===== config.mk =====
export PLATFORM = sky130hd
export DESIGN_NAME = datamem_arbiter_flat
export DESIGN_NICKNAME = d
export VERILOG_FILES = /design/src/rtl/datamem_arbiter_pkg.sv /design/src/rtl/datamem_arbiter_if.sv /design/src/rtl/datamem_arbiter_rr_arbiter2.sv /design/src/rtl/datamem_arbiter.sv /design/src/flat_wrapper.sv
export SDC_FILE = /design/constraint.sdc
export NUM_CORES = 1
export LEC_CHECK = 0
export CORE_MARGIN = 1.5
export CORE_UTILIZATION = 44
export CTS_CLUSTER_SIZE = 16
export DETAILED_ROUTE_END_ITERATION = 12
export GPL_TIMING_DRIVEN = 0
export MAX_ROUTING_LAYER = met4
export PLACE_DENSITY = 0.81
export SYNTH_ARGS = -nofsm -noshare
export SYNTH_HDL_FRONTEND = slang
export SYNTH_SLANG_ARGS = --single-unit
export TNS_END_PERCENT = 5

===== constraint.sdc =====
create_clock -name clk -period 2.43 [get_ports clk]
set_input_delay 0.729 -clock clk [delete_from_list [all_inputs] [get_ports clk]]
set_output_delay 0.729 -clock clk [all_outputs]
set_load 0.05 [all_outputs]

===== src/rtl/datamem_arbiter_pkg.sv =====
// Shared types and constants for the data-memory arbiter.
//   arb_state_t : sequencer states (one transaction = IDLE -> ACCESS -> RESP)
//   mem_req_t   : captured request fields forwarded to the memory pins
package datamem_arb_pkg;

  localparam int unsigned ADDRESS_WIDTH = 32;
  localparam int unsigned DATA_WIDTH    = 32;

  typedef enum logic [1:0] {
    IDLE   = 2'd0,
    ACCESS = 2'd1,
    RESP   = 2'd2
  } arb_state_t;

  typedef struct packed {
    logic                     we;
    logic                     byteop;
    logic [ADDRESS_WIDTH-1:0] addr;
    logic [DATA_WIDTH-1:0]    wdata;
  } mem_req_t;

endpackage


===== src/rtl/datamem_arbiter_if.sv =====
// Bus bundle between the two requesters, the arbiter and the data memory.
//   req0_* / req1_* : valid/ready request channel plus rvalid/rdata response
//   mem_*           : single-port memory pins (combinational read data)
// Modports: slave = arbiter side, master = requesters + memory side.
interface datamem_arbiter_if #(
  parameter int unsigned ADDRESS_WIDTH = 32,
  parameter int unsigned DATA_WIDTH    = 32
);
  logic                     req0_valid, req0_we, req0_byte;
  logic [ADDRESS_WIDTH-1:0] req0_addr;
  logic [DATA_WIDTH-1:0]    req0_wdata;
  logic                     req0_ready, req0_rvalid;
  logic [DATA_WIDTH-1:0]    req0_rdata;

  logic                     req1_valid, req1_we, req1_byte;
  logic [ADDRESS_WIDTH-1:0] req1_addr;
  logic [DATA_WIDTH-1:0]    req1_wdata;
  logic                     req1_ready, req1_rvalid;
  logic [DATA_WIDTH-1:0]    req1_rdata;

  logic                     mem_we, mem_byteop;
  logic [ADDRESS_WIDTH-1:0] mem_addr;
  logic [DATA_WIDTH-1:0]    mem_wdata;
  logic [DATA_WIDTH-1:0]    mem_rdata;

  modport slave (
    input  req0_valid, req0_we, req0_byte, req0_addr, req0_wdata,
    output req0_ready, req0_rvalid, req0_rdata,
    input  req1_valid, req1_we, req1_byte, req1_addr, req1_wdata,
    output req1_ready, req1_rvalid, req1_rdata,
    output mem_we, mem_byteop, mem_addr, mem_wdata,
    input  mem_rdata
  );

  modport master (
    output req0_valid, req0_we, req0_byte, req0_addr, req0_wdata,
    input  req0_ready, req0_rvalid, req0_rdata,
    output req1_valid, req1_we, req1_byte, req1_addr, req1_wdata,
    input  req1_ready, req1_rvalid, req1_rdata,
    input  mem_we, mem_byteop, mem_addr, mem_wdata,
    output mem_rdata
  );
endinterface


===== src/rtl/datamem_arbiter_rr_arbiter2.sv =====
// Combinational two-way round-robin pick.
//   valid0/valid1 : request pending from requester 0/1
//   ptr           : requester favoured when both are valid
//   grant         : one-hot winner (all zero when nothing is valid)
module rr_arbiter2 (
  input  logic       valid0,
  input  logic       valid1,
  input  logic       ptr,
  output logic [1:0] grant
);
  always_comb begin
    grant    = '0;
    grant[0] = valid0 & (~valid1 | ~ptr);
    grant[1] = valid1 & (~valid0 |  ptr);
  end
endmodule


===== src/rtl/datamem_arbiter.sv =====
// Round-robin sequencer sharing one single-port data memory between
// requester 0 (load/store unit) and requester 1 (debug/DMA loader).
// Each accepted request becomes exactly one memory cycle followed by a
// one-cycle rvalid pulse to its owner (accept T, access T+1, rvalid T+2).
//   clk, rst_n : rising-edge clock, asynchronous active-low reset
//   bus        : requester channels and memory pins (slave modport)
module datamem_arbiter
  import datamem_arb_pkg::*;
#(
  parameter int unsigned ADDRESS_WIDTH = datamem_arb_pkg::ADDRESS_WIDTH,
  parameter int unsigned DATA_WIDTH    = datamem_arb_pkg::DATA_WIDTH
) (
  input logic               clk,
  input logic               rst_n,
  datamem_arbiter_if.slave  bus
);

  arb_state_t            state_q, state_d;
  mem_req_t              req_q, req_d;
  logic                  owner_q, owner_d;
  logic                  ptr_q, ptr_d;
  logic [DATA_WIDTH-1:0] load_q, load_d;
  logic [DATA_WIDTH-1:0] rdata0_q, rdata0_d;
  logic [DATA_WIDTH-1:0] rdata1_q, rdata1_d;
  logic [1:0]            grant;
  logic                  accept;

  rr_arbiter2 u_pick (
    .valid0 (bus.req0_valid),
    .valid1 (bus.req1_valid),
    .ptr    (ptr_q),
    .grant  (grant)
  );

  assign accept = (state_q == IDLE) && (grant != 2'b00);

  // State register
  always_ff @(posedge clk or negedge rst_n) begin
    if (!rst_n) state_q <= IDLE;
    else        state_q <= state_d;
  end

  // Next-state logic
  always_comb begin
    state_d = state_q;
    unique case (state_q)
      IDLE:    if (accept) state_d = ACCESS;
      ACCESS:  state_d = RESP;
      RESP:    state_d = IDLE;
      default: state_d = IDLE;
    endcase
  end

  // Datapath registers
  always_ff @(posedge clk or negedge rst_n) begin
    if (!rst_n) begin
      req_q    <= '0;
      owner_q  <= 1'b0;
      ptr_q    <= 1'b0;
      load_q   <= '0;
      rdata0_q <= '0;
      rdata1_q <= '0;
    end else begin
      req_q    <= req_d;
      owner_q  <= owner_d;
      ptr_q    <= ptr_d;
      load_q   <= load_d;
      rdata0_q <= rdata0_d;
      rdata1_q <= rdata1_d;
    end
  end

  always_comb begin
    req_d    = req_q;
    owner_d  = owner_q;
    ptr_d    = ptr_q;
    load_d   = load_q;
    rdata0_d = rdata0_q;
    rdata1_d = rdata1_q;
    if (accept) begin
      owner_d = grant[1];
      // Pointer always moves to the requester that did not win.
      ptr_d   = grant[0];
      if (grant[1]) req_d = '{bus.req1_we, bus.req1_byte, bus.req1_addr, bus.req1_wdata};
      else          req_d = '{bus.req0_we, bus.req0_byte, bus.req0_addr, bus.req0_wdata};
    end
    if (state_q == ACCESS) load_d = req_q.we ? '0 : bus.mem_rdata;
    if (state_q == RESP) begin
      if (owner_q) rdata1_d = load_q;
      else         rdata0_d = load_q;
    end
  end

  // Outputs; rdata is bypassed from load_q during RESP so it is valid with
  // rvalid yet the held value only changes at that requester's own rvalid.
  always_comb begin
    bus.req0_ready  = (state_q == IDLE) && grant[0];
    bus.req1_ready  = (state_q == IDLE) && grant[1];
    bus.req0_rvalid = (state_q == RESP) && !owner_q;
    bus.req1_rvalid = (state_q == RESP) &&  owner_q;
    bus.req0_rdata  = bus.req0_rvalid ? load_q : rdata0_q;
    bus.req1_rdata  = bus.req1_rvalid ? load_q : rdata1_q;
    bus.mem_we      = (state_q == ACCESS) && req_q.we;
    bus.mem_byteop  = req_q.byteop;
    bus.mem_addr    = req_q.addr;
    bus.mem_wdata   = req_q.wdata;
  end

endmodule


===== src/flat_wrapper.sv =====
// flat-port wrapper written by rule: the top's interface ports become plain ports
module datamem_arbiter_flat import datamem_arb_pkg::*;
#(
  parameter int unsigned ADDRESS_WIDTH = datamem_arb_pkg::ADDRESS_WIDTH,
  parameter int unsigned DATA_WIDTH    = datamem_arb_pkg::DATA_WIDTH
)
  (clk, rst_n, bus_req0_valid, bus_req0_we, bus_req0_byte, bus_req0_addr, bus_req0_wdata, bus_req0_ready, bus_req0_rvalid, bus_req0_rdata, bus_req1_valid, bus_req1_we, bus_req1_byte, bus_req1_addr, bus_req1_wdata, bus_req1_ready, bus_req1_rvalid, bus_req1_rdata, bus_mem_we, bus_mem_byteop, bus_mem_addr, bus_mem_wdata, bus_mem_rdata);
  datamem_arbiter_if #(.ADDRESS_WIDTH(ADDRESS_WIDTH), .DATA_WIDTH(DATA_WIDTH)) bus_i ();
  input logic clk;
  input logic rst_n;
  input wire logic [$bits(bus_i.req0_valid)-1:0] bus_req0_valid;
  input wire logic [$bits(bus_i.req0_we)-1:0] bus_req0_we;
  input wire logic [$bits(bus_i.req0_byte)-1:0] bus_req0_byte;
  input wire logic [$bits(bus_i.req0_addr)-1:0] bus_req0_addr;
  input wire logic [$bits(bus_i.req0_wdata)-1:0] bus_req0_wdata;
  output wire logic [$bits(bus_i.req0_ready)-1:0] bus_req0_ready;
  output wire logic [$bits(bus_i.req0_rvalid)-1:0] bus_req0_rvalid;
  output wire logic [$bits(bus_i.req0_rdata)-1:0] bus_req0_rdata;
  input wire logic [$bits(bus_i.req1_valid)-1:0] bus_req1_valid;
  input wire logic [$bits(bus_i.req1_we)-1:0] bus_req1_we;
  input wire logic [$bits(bus_i.req1_byte)-1:0] bus_req1_byte;
  input wire logic [$bits(bus_i.req1_addr)-1:0] bus_req1_addr;
  input wire logic [$bits(bus_i.req1_wdata)-1:0] bus_req1_wdata;
  output wire logic [$bits(bus_i.req1_ready)-1:0] bus_req1_ready;
  output wire logic [$bits(bus_i.req1_rvalid)-1:0] bus_req1_rvalid;
  output wire logic [$bits(bus_i.req1_rdata)-1:0] bus_req1_rdata;
  output wire logic [$bits(bus_i.mem_we)-1:0] bus_mem_we;
  output wire logic [$bits(bus_i.mem_byteop)-1:0] bus_mem_byteop;
  output wire logic [$bits(bus_i.mem_addr)-1:0] bus_mem_addr;
  output wire logic [$bits(bus_i.mem_wdata)-1:0] bus_mem_wdata;
  input wire logic [$bits(bus_i.mem_rdata)-1:0] bus_mem_rdata;
  assign bus_i.req0_valid = bus_req0_valid;
  assign bus_i.req0_we = bus_req0_we;
  assign bus_i.req0_byte = bus_req0_byte;
  assign bus_i.req0_addr = bus_req0_addr;
  assign bus_i.req0_wdata = bus_req0_wdata;
  assign bus_req0_ready = bus_i.req0_ready;
  assign bus_req0_rvalid = bus_i.req0_rvalid;
  assign bus_req0_rdata = bus_i.req0_rdata;
  assign bus_i.req1_valid = bus_req1_valid;
  assign bus_i.req1_we = bus_req1_we;
  assign bus_i.req1_byte = bus_req1_byte;
  assign bus_i.req1_addr = bus_req1_addr;
  assign bus_i.req1_wdata = bus_req1_wdata;
  assign bus_req1_ready = bus_i.req1_ready;
  assign bus_req1_rvalid = bus_i.req1_rvalid;
  assign bus_req1_rdata = bus_i.req1_rdata;
  assign bus_mem_we = bus_i.mem_we;
  assign bus_mem_byteop = bus_i.mem_byteop;
  assign bus_mem_addr = bus_i.mem_addr;
  assign bus_mem_wdata = bus_i.mem_wdata;
  assign bus_i.mem_rdata = bus_mem_rdata;
  datamem_arbiter #(.ADDRESS_WIDTH(ADDRESS_WIDTH), .DATA_WIDTH(DATA_WIDTH)) u_core (.clk(clk), .rst_n(rst_n), .bus(bus_i));
endmodule

==> results of run 1 <==
[cell families after synthesis]
kind of cell,Yosys count,share of synthesized area
simple gates,143,0.08322
buf+inv,136,0.1037
compound gates,234,0.1861
flops,166,0.5344
mux,64,0.09271
[synth_stat cells]
cell | instances | area (um2)
a21oi_1 | 68 | 340.3
a31oi_1 | 37 | 231.5
a31oi_2 | 30 | 375.4
and2_1 | 1 | 6.260
buf_1 | 2 | 7.510
buf_2 | 14 | 70.07
buf_4 | 66 | 495.5
buf_6 | 4 | 45.04
clkbuf_1 | 46 | 172.7
dfrtp_1 | 166 | 4154
inv_1 | 3 | 11.26
inv_2 | 1 | 3.750
mux2_1 | 14 | 157.7
mux2_2 | 50 | 563.0
nand2_1 | 66 | 247.7
nand2b_1 | 2 | 12.51
nand3_1 | 66 | 330.3
nand3b_1 | 1 | 7.510
nor2_1 | 3 | 11.26
nor2b_1 | 1 | 6.260
nor3b_2 | 1 | 12.51
o21ai_0 | 98 | 490.5
o2bb2ai_1 | 1 | 8.760
or2_0 | 1 | 6.260
or2_2 | 1 | 6.260
[how the worst min path moves through the flow]
| stage | cells past startpoint | end |
|---|---|---|
| 2_1_floorplan | 0 | u_core.bus.mem_addr[0] |
| 3_3_place_gp | 1 | u_core.rdata0_q[16] |
| 3_5_place_dp | 1 | u_core.rdata0_q[15] |
| 4_1_cts | 1 | u_core.rdata1_q[10] |
| 5_1_grt | 1 | u_core.load_q[5] |
| 6_report | 1 | u_core.rdata1_q[10] |
[per-stage QoR]
stage	total power [mW]	cell area (um2)	hold WS [ns]
2_1_floorplan	12.33	7780	0.4334
5_1_grt	19.95	11860	0.2037
3_5_place_dp	15.94	11100	0.4688
3_3_place_gp	15.74	11060	0.4639
6_report	19.07	11860	0.1885
4_1_cts	19.12	11930	0.1944
[critical path, delay by kind of cell (launching register included)]
family / cells / cell delay, ns
buffers and inverters: 4 / 0.53
flip-flops: 1 / 0.45
multiplexers: 1 / 0.32
AND/OR/NAND/NOR: 1 / 0.23
[report_power, final]
group / total [mW] / internal [mW] / switching (mW)
registers: 4.78 / 4.07 / 0.703
clock network: 2.48 / 1.31 / 1.17
logic: 11.8 / 4.48 / 7.33
[repair_timing]
item / CTS / global route
buffers inserted: 6 / 2
hold endpoints to repair: 0 / 0
resized for setup: 565 / 46
endpoints found under the setup margin: 94 / 106
pin swaps: 1 / 1
cloned: 2 / 0
[final cells by class]
| type | count | area (um2) |
|---|---|---|
| repair buffers | 311 | 3093 |
| well taps | 225 | 281.5 |
| multi-input cells | 441 | 2907 |
| fillers | 1310 | 5433 |
| flip-flops and latches | 166 | 4158 |
| inverters | 4 | 15.01 |
| clock buffers | 17 | 425.4 |
| plain buffers | 130 | 882.1 |
| clock inverters | 13 | 102.6 |
[flip-flops by register name, summed over array words and instances, names as in the netlist]
name,cells
u_core.bus.mem_addr,32
u_core.bus.mem_byteop,1
u_core.bus.mem_wdata,32
u_core.load_q,32
u_core.owner_q,1
u_core.ptr_q,1
u_core.rdata0_q,32
u_core.rdata1_q,32
u_core.req_q,1
u_core.state_q,2
[layer usage]
layer / vias to the layer above / GRT usage
met2: 313 / 0.4560
met5: - / -
met3: 55 / 0.07569
li1: 3216 / -
met4: 0 / 0.1087
met1: 3429 / 0.3196
[layout by cell type, fill, tap and decap left out, types with 2 or more instances in the layout]
master | Yosys | layout
a21oi_1 | 68 | 67
a31oi_1 | 37 | 37
a31oi_2 | 30 | 30
buf_12 | 0 | 4
buf_16 | 0 | 3
buf_2 | 14 | 7
buf_4 | 66 | 138
buf_6 | 4 | 59
buf_8 | 0 | 12
clkbuf_1 | 46 | 42
clkbuf_16 | 0 | 17
clkbuf_2 | 0 | 3
clkbuf_4 | 0 | 2
clkdlybuf4s15_2 | 0 | 3
clkdlybuf4s50_1 | 0 | 167
clkinv_2 | 0 | 3
clkinv_4 | 0 | 4
clkinvlp_4 | 0 | 2
dfrtp_1 | 166 | 163
dfrtp_2 | 0 | 3
inv_1 | 3 | 3
inv_6 | 0 | 3
mux2_2 | 50 | 48
mux2_4 | 0 | 16
nand2_1 | 66 | 65
nand3_1 | 66 | 66
o21ai_0 | 98 | 98
==> impl_metrics.json, run 1 <==
{
  "status": "finished with violations",
  "violations": "design-rule violations, negative setup slack",
  "fp-row-count": 48,
  "syn-cell-area_um2": 7774,
  "initialDrtViolationCount": 414,
  "io_pins": 302,
  "hold_path.class": "in2async",
  "regToRegSetupSlack_ns": 0.64,
  "synth.distinct_cells": 25,
  "worst_clock_skew_ns": 0.009509,
  "reg2reg_to": "u_core.bus.mem_addr[29]",
  "startpoint_type": "flop",
  "clk-insertion-delay-late_ns": 0.43,
  "via_count": 7013,
  "critPathArrivalTime_ns": 1.96,
  "period_needed_ns": 2.688,
  "cap_viol_max_count": 0,
  "fin_tns_setup_ns": -10.65,
  "slew_headroom": 0.5883,
  "drc": 3,
  "viasPerCell": 5.366,
  "final_util": 0.6859,
  "antenna_left": 0,
  "syn_area_per_cell_um2": 10.46,
  "dpl_worst_slack_ns": -1.591,
  "worstSetupPathType": "reg2out",
  "cts_tree": "done",
  "grt_use_total": 0.2759,
  "cts_buffer_depth": 2,
  "antenna_cells": 0,
  "grt_max_degree": 121,
  "start_util": 0.4494,
  "grt_first_pass_wirelength_mm": 37.74,
  "wl_met2_mm": 12.51,
  "first_pass_iters": 11,
  "synth-seq-area-share": 0.5344,
  "tightest_slew_ns": 0.6175,
  "finalWorstSetupSlack_ns": -0.2580,
  "wl_per_cell_um": 19.28,
  "met1_length_mm": 9.833,
  "slowest_stage": "dfrtp_2",
  "rsz0062_at_grt": "true",
  "wirelength_mm": 25.19,
  "io_buffers": 300,
  "critical_path.cell_chain": "nor3b_4 > buf_6 > buf_6 > buf_12 > mux2_4 > buf_8",
  "endpoint": "bus_req0_rdata[8]",
  "synth_warnings": 0,
  "post-dp-hpwl_mm": 17.61,
  "syn_inst": 743,
  "grt_antenna_before_repair": 0,
  "power.density_nw_per_um2": 1607,
  "power.leakage_nw": 5.214,
  "finalWeightedCongestion": 0.8730,
  "die-area_um2": 18470,
  "core_area_um2": 17300,
  "areaGrowthSynthToFinish_pct": 52.62,
  "syn_nets": 911,
  "path_common_cell": "buf_6",
  "critPathMaxFanout": 5,
  "drv_slew": 0,
  "hold_buffers": 0,
  "htreeDepth": 4,
  "r2r_cells": 5,
  "grt_overflow": 0,
  "drive_above_1_share": 0.3392,
  "root_buffer": "clkbuf_16",
  "nets": 1239,
  "critPathLaunch": "u_core.state_q[0]",
  "final-setup-viol-count": 66,
  "met3RoutedLength_mm": 2.093,
  "die_x_um": 135.9,
  "ir_drop_mv": 0.9180,
  "grt_pass1_vias": 7145,
  "timing.final.crit_share": 1.106,
  "crit_required_ns": 1.70,
  "clkTransAtPathRegs_ns": 0.07,
  "ys_seq_elements": 166,
  "cts_sinks": 166,
  "final_cells": 1307,
  "top_layer_used": "met4",
  "reg2reg_from": "u_core.ptr_q",
  "finalHoldViolations": 0,
  "max_stage_delay_ns": 0.45,
  "numCtsBuffers": 17,
  "cp-end-kind": "primary output",
  "max_freq_mhz": 372.0,
  "dp.cells": 1269,
  "die_h_um": 135.9
}
Power figures use the tool's default switching activity.
==> run 2: changes to the inputs <==
--- a/config.mk
+++ b/config.mk
@@ -10,7 +10,6 @@
 export CTS_CLUSTER_SIZE = 16
 export DETAILED_ROUTE_END_ITERATION = 12
 export GPL_TIMING_DRIVEN = 0
-export MAX_ROUTING_LAYER = met4
 export PLACE_DENSITY = 0.81
 export SYNTH_ARGS = -nofsm -noshare
 export SYNTH_HDL_FRONTEND = slang
==> impl_metrics.json, run 2 (synthesis gave the netlist of run 1 again) <==
{
  "fillers": 1310,
  "cp-end-kind": "primary output",
  "die_x_um": 135.9,
  "antenna_left": 0,
  "clk-insertion-delay-late_ns": 0.42,
  "die_h_um": 135.9,
  "worst_clock_skew_ns": 0.008571,
  "hold-worst-slack_ns": 0.1970,
  "grt_antenna_before_repair": 0,
  "multi_input_area_um2": 2907,
  "drc": 0,
  "die-area_um2": 18470,
  "cts_buffer_depth": 2,
  "io_pins": 302,
  "root_buffer": "clkbuf_16",
  "finalWorstSetupSlack_ns": -0.2518,
  "grt_first_pass_wirelength_mm": 37.81,
  "io_buffers": 300,
  "wl_met2_mm": 12.44,
  "design_area_um2": 11860,
  "grt_pass1_vias": 7122,
  "via_count": 7008,
  "antenna_cells": 0,
  "rsz0062_at_grt": "true",
  "critPathArrivalTime_ns": 1.95,
  "clkTransAtPathRegs_ns": 0.07,
  "ir_drop_mv": 0.9147,
  "final-setup-viol-count": 66,
  "grt_overflow": 0,
  "hold_path.class": "in2async",
  "viasPerCell": 5.362,
  "met1_length_mm": 9.833,
  "final_cell_mix": "clkdlybuf4s50_1 (167), dfrtp_1 (163), buf_4 (138)",
  "start_util": 0.4494,
  "wl_per_cell_um": 19.26,
  "violations": "negative setup slack",
  "grt_max_degree": 121,
  "status": "finished with violations",
  "met3RoutedLength_mm": 2.140,
  "power.density_nw_per_um2": 1607,
  "cts_sinks": 166,
  "tightest_slew_ns": 0.6074,
  "final_util": 0.6859,
  "top_layer_used": "met4",
  "worstSetupPathType": "reg2out",
  "finalHoldViolations": 0,
  "fp-row-count": 48,
  "numCtsBuffers": 17,
  "max_freq_mhz": 372.9,
  "hold_buffers": 0,
  "htreeDepth": 4,
  "wirelength_mm": 25.17,
  "startpoint_type": "flop",
  "drive_above_1_share": 0.3392,
  "critPathMaxFanout": 5,
  "final_common_cell": "clkdlybuf4s50_1",
  "power.leakage_nw": 5.214,
  "dpl_worst_slack_ns": -1.591,
  "crit_required_ns": 1.70,
  "post-dp-hpwl_mm": 17.61,
  "areaGrowthSynthToFinish_pct": 52.62,
  "period_needed_ns": 2.682,
  "timing.final.crit_share": 1.104,
  "slew_headroom": 0.5951,
  "grt_use_total": 0.2676,
  "first_pass_iters": 7,
  "initialDrtViolationCount": 444,
  "finalWeightedCongestion": 0.8591,
  "cts_tree": "done",
  "register_area_um2": 4158,
  "place_area_um2": 11100,
  "core_area_um2": 17300,
  "drv_slew": 0,
  "nets": 1239,
  "cap_viol_max_count": 0
}
## run 2: cell counts in the layout (fill, tap and decap cells not counted)
No cell type changed its count.
## run 2: critical path, cell delays in order, from the launching register on
cell and delay (ns):
dfrtp_2 0.45, nor3b_4 0.23, buf_6 0.14, buf_6 0.12, buf_12 0.12, mux2_4 0.32
buf_8 0.15
## run 2: final timing paths
kind                            slack (ns)  depth (start not counted)               start                 endpoint
worst max-delay path                 -0.25                          6   u_core.state_q[0]        bus_req0_rdata[8]
worst min-delay path                  0.20                          1               rst_n      u_core.rdata1_q[10]
worst max register to register        0.62                          5        u_core.ptr_q  u_core.bus.mem_addr[29]
worst min register to register        0.50                          1  u_core.rdata1_q[1]       u_core.rdata1_q[1]
max in group asynchronous             1.29                          2               rst_n             u_core.ptr_q
min in group clk                      0.50                          1  u_core.rdata1_q[1]       u_core.rdata1_q[1]
## run 2: area by class of cell
class                      instances  area share
multi-input combinational        441      0.2450
inverter                           4    0.001266
buffer                           130     0.07435
tap                              225     0.02373
timing repair buffer             311      0.2607
sequential                       166      0.3505
clock inverter                    13    0.008648
clock buffer                      17     0.03586
## run 2: routing by layer
layer	track usage	up-vias
met1	0.3200	3424
met2	0.4538	309
li1	-	3223
met3	0.07569	52
met5	0	-
met4	0.1105	0
## run 2: report_power, final
part           switching, mW  total (mW)  internal (mW)
Combinational           7.33        11.8           4.48
Sequential             0.704        4.78           4.07
Clock                   1.16        2.48           1.31
Total                   9.20        19.1           9.87
## run 2: repair_timing
| action | CTS | global route |
|---|---|---|
| pin swaps | 1 | 1 |
| gates resized for setup | 565 | 46 |
| gates cloned | 2 | 0 |
| setup endpoints to repair | 94 | 106 |
| buffers inserted | 6 | 2 |
## run 2: through the flow
step | setup TNS [ns] | instances | power, mW
after floorplan | -0.1981 | 743 | 12.33
after global placement | -1071.89 | 1268 | 15.74
after detailed placement | -39.29 | 1269 | 15.94
after CTS | -12.81 | 1305 | 19.12
after global routing | -13.90 | 1307 | 19.95
final | -10.37 | 1307 | 19.06
==> run 3: changes to the inputs <==
--- a/config.mk
+++ b/config.mk
@@ -6,11 +6,11 @@
 export NUM_CORES = 1
 export LEC_CHECK = 0
 export CORE_MARGIN = 1.5
-export CORE_UTILIZATION = 44
+export CORE_UTILIZATION = 48
 export CTS_CLUSTER_SIZE = 16
 export DETAILED_ROUTE_END_ITERATION = 12
 export GPL_TIMING_DRIVEN = 0
-export PLACE_DENSITY = 0.81
+export PLACE_DENSITY = 0.87
 export SYNTH_ARGS = -nofsm -noshare
 export SYNTH_HDL_FRONTEND = slang
 export SYNTH_SLANG_ARGS = --single-unit
==> constraint.sdc (replaced) <==
create_clock -name clk -period 3.3 [get_ports clk]
set_input_delay 0.99 -clock clk [delete_from_list [all_inputs] [get_ports clk]]
set_output_delay 0.99 -clock clk [all_outputs]
set_load 0.05 [all_outputs]
==> impl_metrics.json, run 3 (synthesis gave the netlist of run 1 again) <==
{
  "critPathArrivalTime_ns": 2.34,
  "crit_required_ns": 2.31,
  "antenna_cells": 0,
  "regToRegSetupSlack_ns": 1.50,
  "period_needed_ns": 3.331,
  "max_freq_mhz": 300.2,
  "cap_viol_max_count": 0,
  "wirelength_mm": 24.75,
  "crit_family": "buffers and inverters",
  "finalWorstSetupSlack_ns": -0.03057,
  "ir_drop_mv": 0.6499,
  "clkTransAtPathRegs_ns": 0.06,
  "first_pass_iters": 5,
  "grt_pass1_vias": 7169,
  "initialDrtViolationCount": 429,
  "violations": "negative setup slack",
  "path_depth": 4,
  "final-setup-viol-count": 16,
  "core_area_um2": 15830,
  "clk-insertion-delay-late_ns": 0.42,
  "tightest_slew_ns": 0.6891,
  "slew_headroom": 0.5406,
  "timing.final.crit_share": 1.009,
  "totalPowerFinal_mw": 13.44,
  "htreeDepth": 4,
  "grt_overflow": 0,
  "cts_tree": "done",
  "worst-path-buf-inv": 2,
  "rsz0062_at_grt": "true",
  "power.leakage_nw": 5.151,
  "areaGrowthSynthToFinish_pct": 49.35,
  "critPathLaunch": "u_core.state_q[0]",
  "via_count": 7026,
  "dp.cells": 1260,
  "final_cell_mix": "clkdlybuf4s50_1 (230), dfrtp_1 (166), o21ai_0 (98)",
  "drive_above_1_share": 0.1961,
  "io_pins": 302,
  "drv_slew": 0,
  "startpoint_type": "flop",
  "finalWeightedCongestion": 0.8926,
  "hold_buffers": 0,
  "start_util": 0.4911,
  "antenna_left": 0,
  "critPathMaxFanout": 10,
  "slowest_stage": "dlygate4sd2_1",
  "die_x_um": 130.3,
  "place_area_um2": 11080,
  "critical_path.cell_chain": "nand3b_1 > clkbuf_4 > mux2_2 > dlygate4sd2_1",
  "wl_per_cell_um": 19.16,
  "reg2reg_from": "u_core.state_q[0]",
  "grt_antenna_before_repair": 0,
  "worst_clock_skew_ns": 0.006351,
  "grt_first_pass_wirelength_mm": 37.44,
  "die_h_um": 130.3,
  "hold_path.class": "reg2reg",
  "final_cells": 1292,
  "cp-end-kind": "primary output",
  "dpl_worst_slack_ns": -1.257,
  "worstSetupPathType": "reg2out",
  "fin_tns_setup_ns": -0.1737,
  "status": "finished with violations",
  "fp-row-count": 46,
  "reg2reg_to": "u_core.bus.mem_wdata[17]",
  "final_common_cell": "clkdlybuf4s50_1",
  "max_stage_delay_ns": 0.56,
  "grt_max_degree": 90,
  "root_buffer": "clkbuf_16",
  "viasPerCell": 5.438,
  "power.density_nw_per_um2": 1158,
  "post-dp-hpwl_mm": 17.71,
  "drc": 0,
  "cts_buffer_depth": 2,
  "grt_use_total": 0.2897,
  "finalHoldViolations": 0,
  "design_area_um2": 11610,
  "endpoint": "bus_req1_rdata[2]",
  "io_buffers": 300,
  "nets": 1232,
  "r2r_cells": 6,
  "die-area_um2": 16970,
  "cts_sinks": 166,
  "numCtsBuffers": 17
}
run 3: how the worst min path moves through the flow:
stage	to	startpoint	slack (ns)	cells past startpoint
CTS	u_core.rdata0_q[28]	u_core.rdata0_q[28]	0.48	1
global route	u_core.rdata0_q[28]	u_core.rdata0_q[28]	0.49	1
floorplan	u_core.load_q[0]	u_core.load_q[0]	0.46	2
global placement	u_core.rdata0_q[17]	u_core.rdata0_q[17]	0.46	1
detailed placement	u_core.rdata0_q[28]	u_core.rdata0_q[28]	0.47	1
finish	u_core.rdata0_q[28]	u_core.rdata0_q[28]	0.48	1
run 3: worst register-to-register path: cells and delay by family, from the launching register on:
family,cells,cell delay (ns)
flops,1,0.44
buf+inv,3,0.57
simple gates,2,0.57
compound gates,1,0.10
run 3: stage by stage:
step / utilization / hold WS, ns
floorplan: - / 0.4621
global placement: 0.6981 / 0.4634
detailed placement: 0.7002 / 0.4714
CTS: 0.7326 / 0.4823
global route: 0.7335 / 0.4920
finish: 0.7335 / 0.4768
run 3: per-layer routing:
layer  global-route usage  wire (um)  vias up
met5                    0          0        -
met4               0.1255        750        0
met3              0.08651       2081       58
met2               0.4898      12480      305
met1               0.3428       9441     3451
li1                     -          -     3212
run 3: area by class of cell:
type                    count  area (um2)
clock inverters            11       113.9
plain buffers             131       817.0
fillers                  1123        4218
multi-input cells         441        2833
flip-flops and latches    166        4154
repair buffers            303        2950
clock buffers              20       456.7
inverters                   4       15.01
well taps                 216       270.3
run 3: repair_timing:
action	CTS	global route
resized for setup	85	15
pin swaps	0	1
buffers inserted	0	2
cloned	0	0
hold endpoints to repair	0	0
setup endpoints to repair	68	60
run 3: report_power, final:
part	switching [mW]	internal (mW)	leakage [nW]	total, mW
logic	5.24	2.76	2.82	8.00
clock network	0.841	1.09	0.282	1.93
registers	0.515	3.00	2.05	3.51
total	6.60	6.84	5.15	13.4
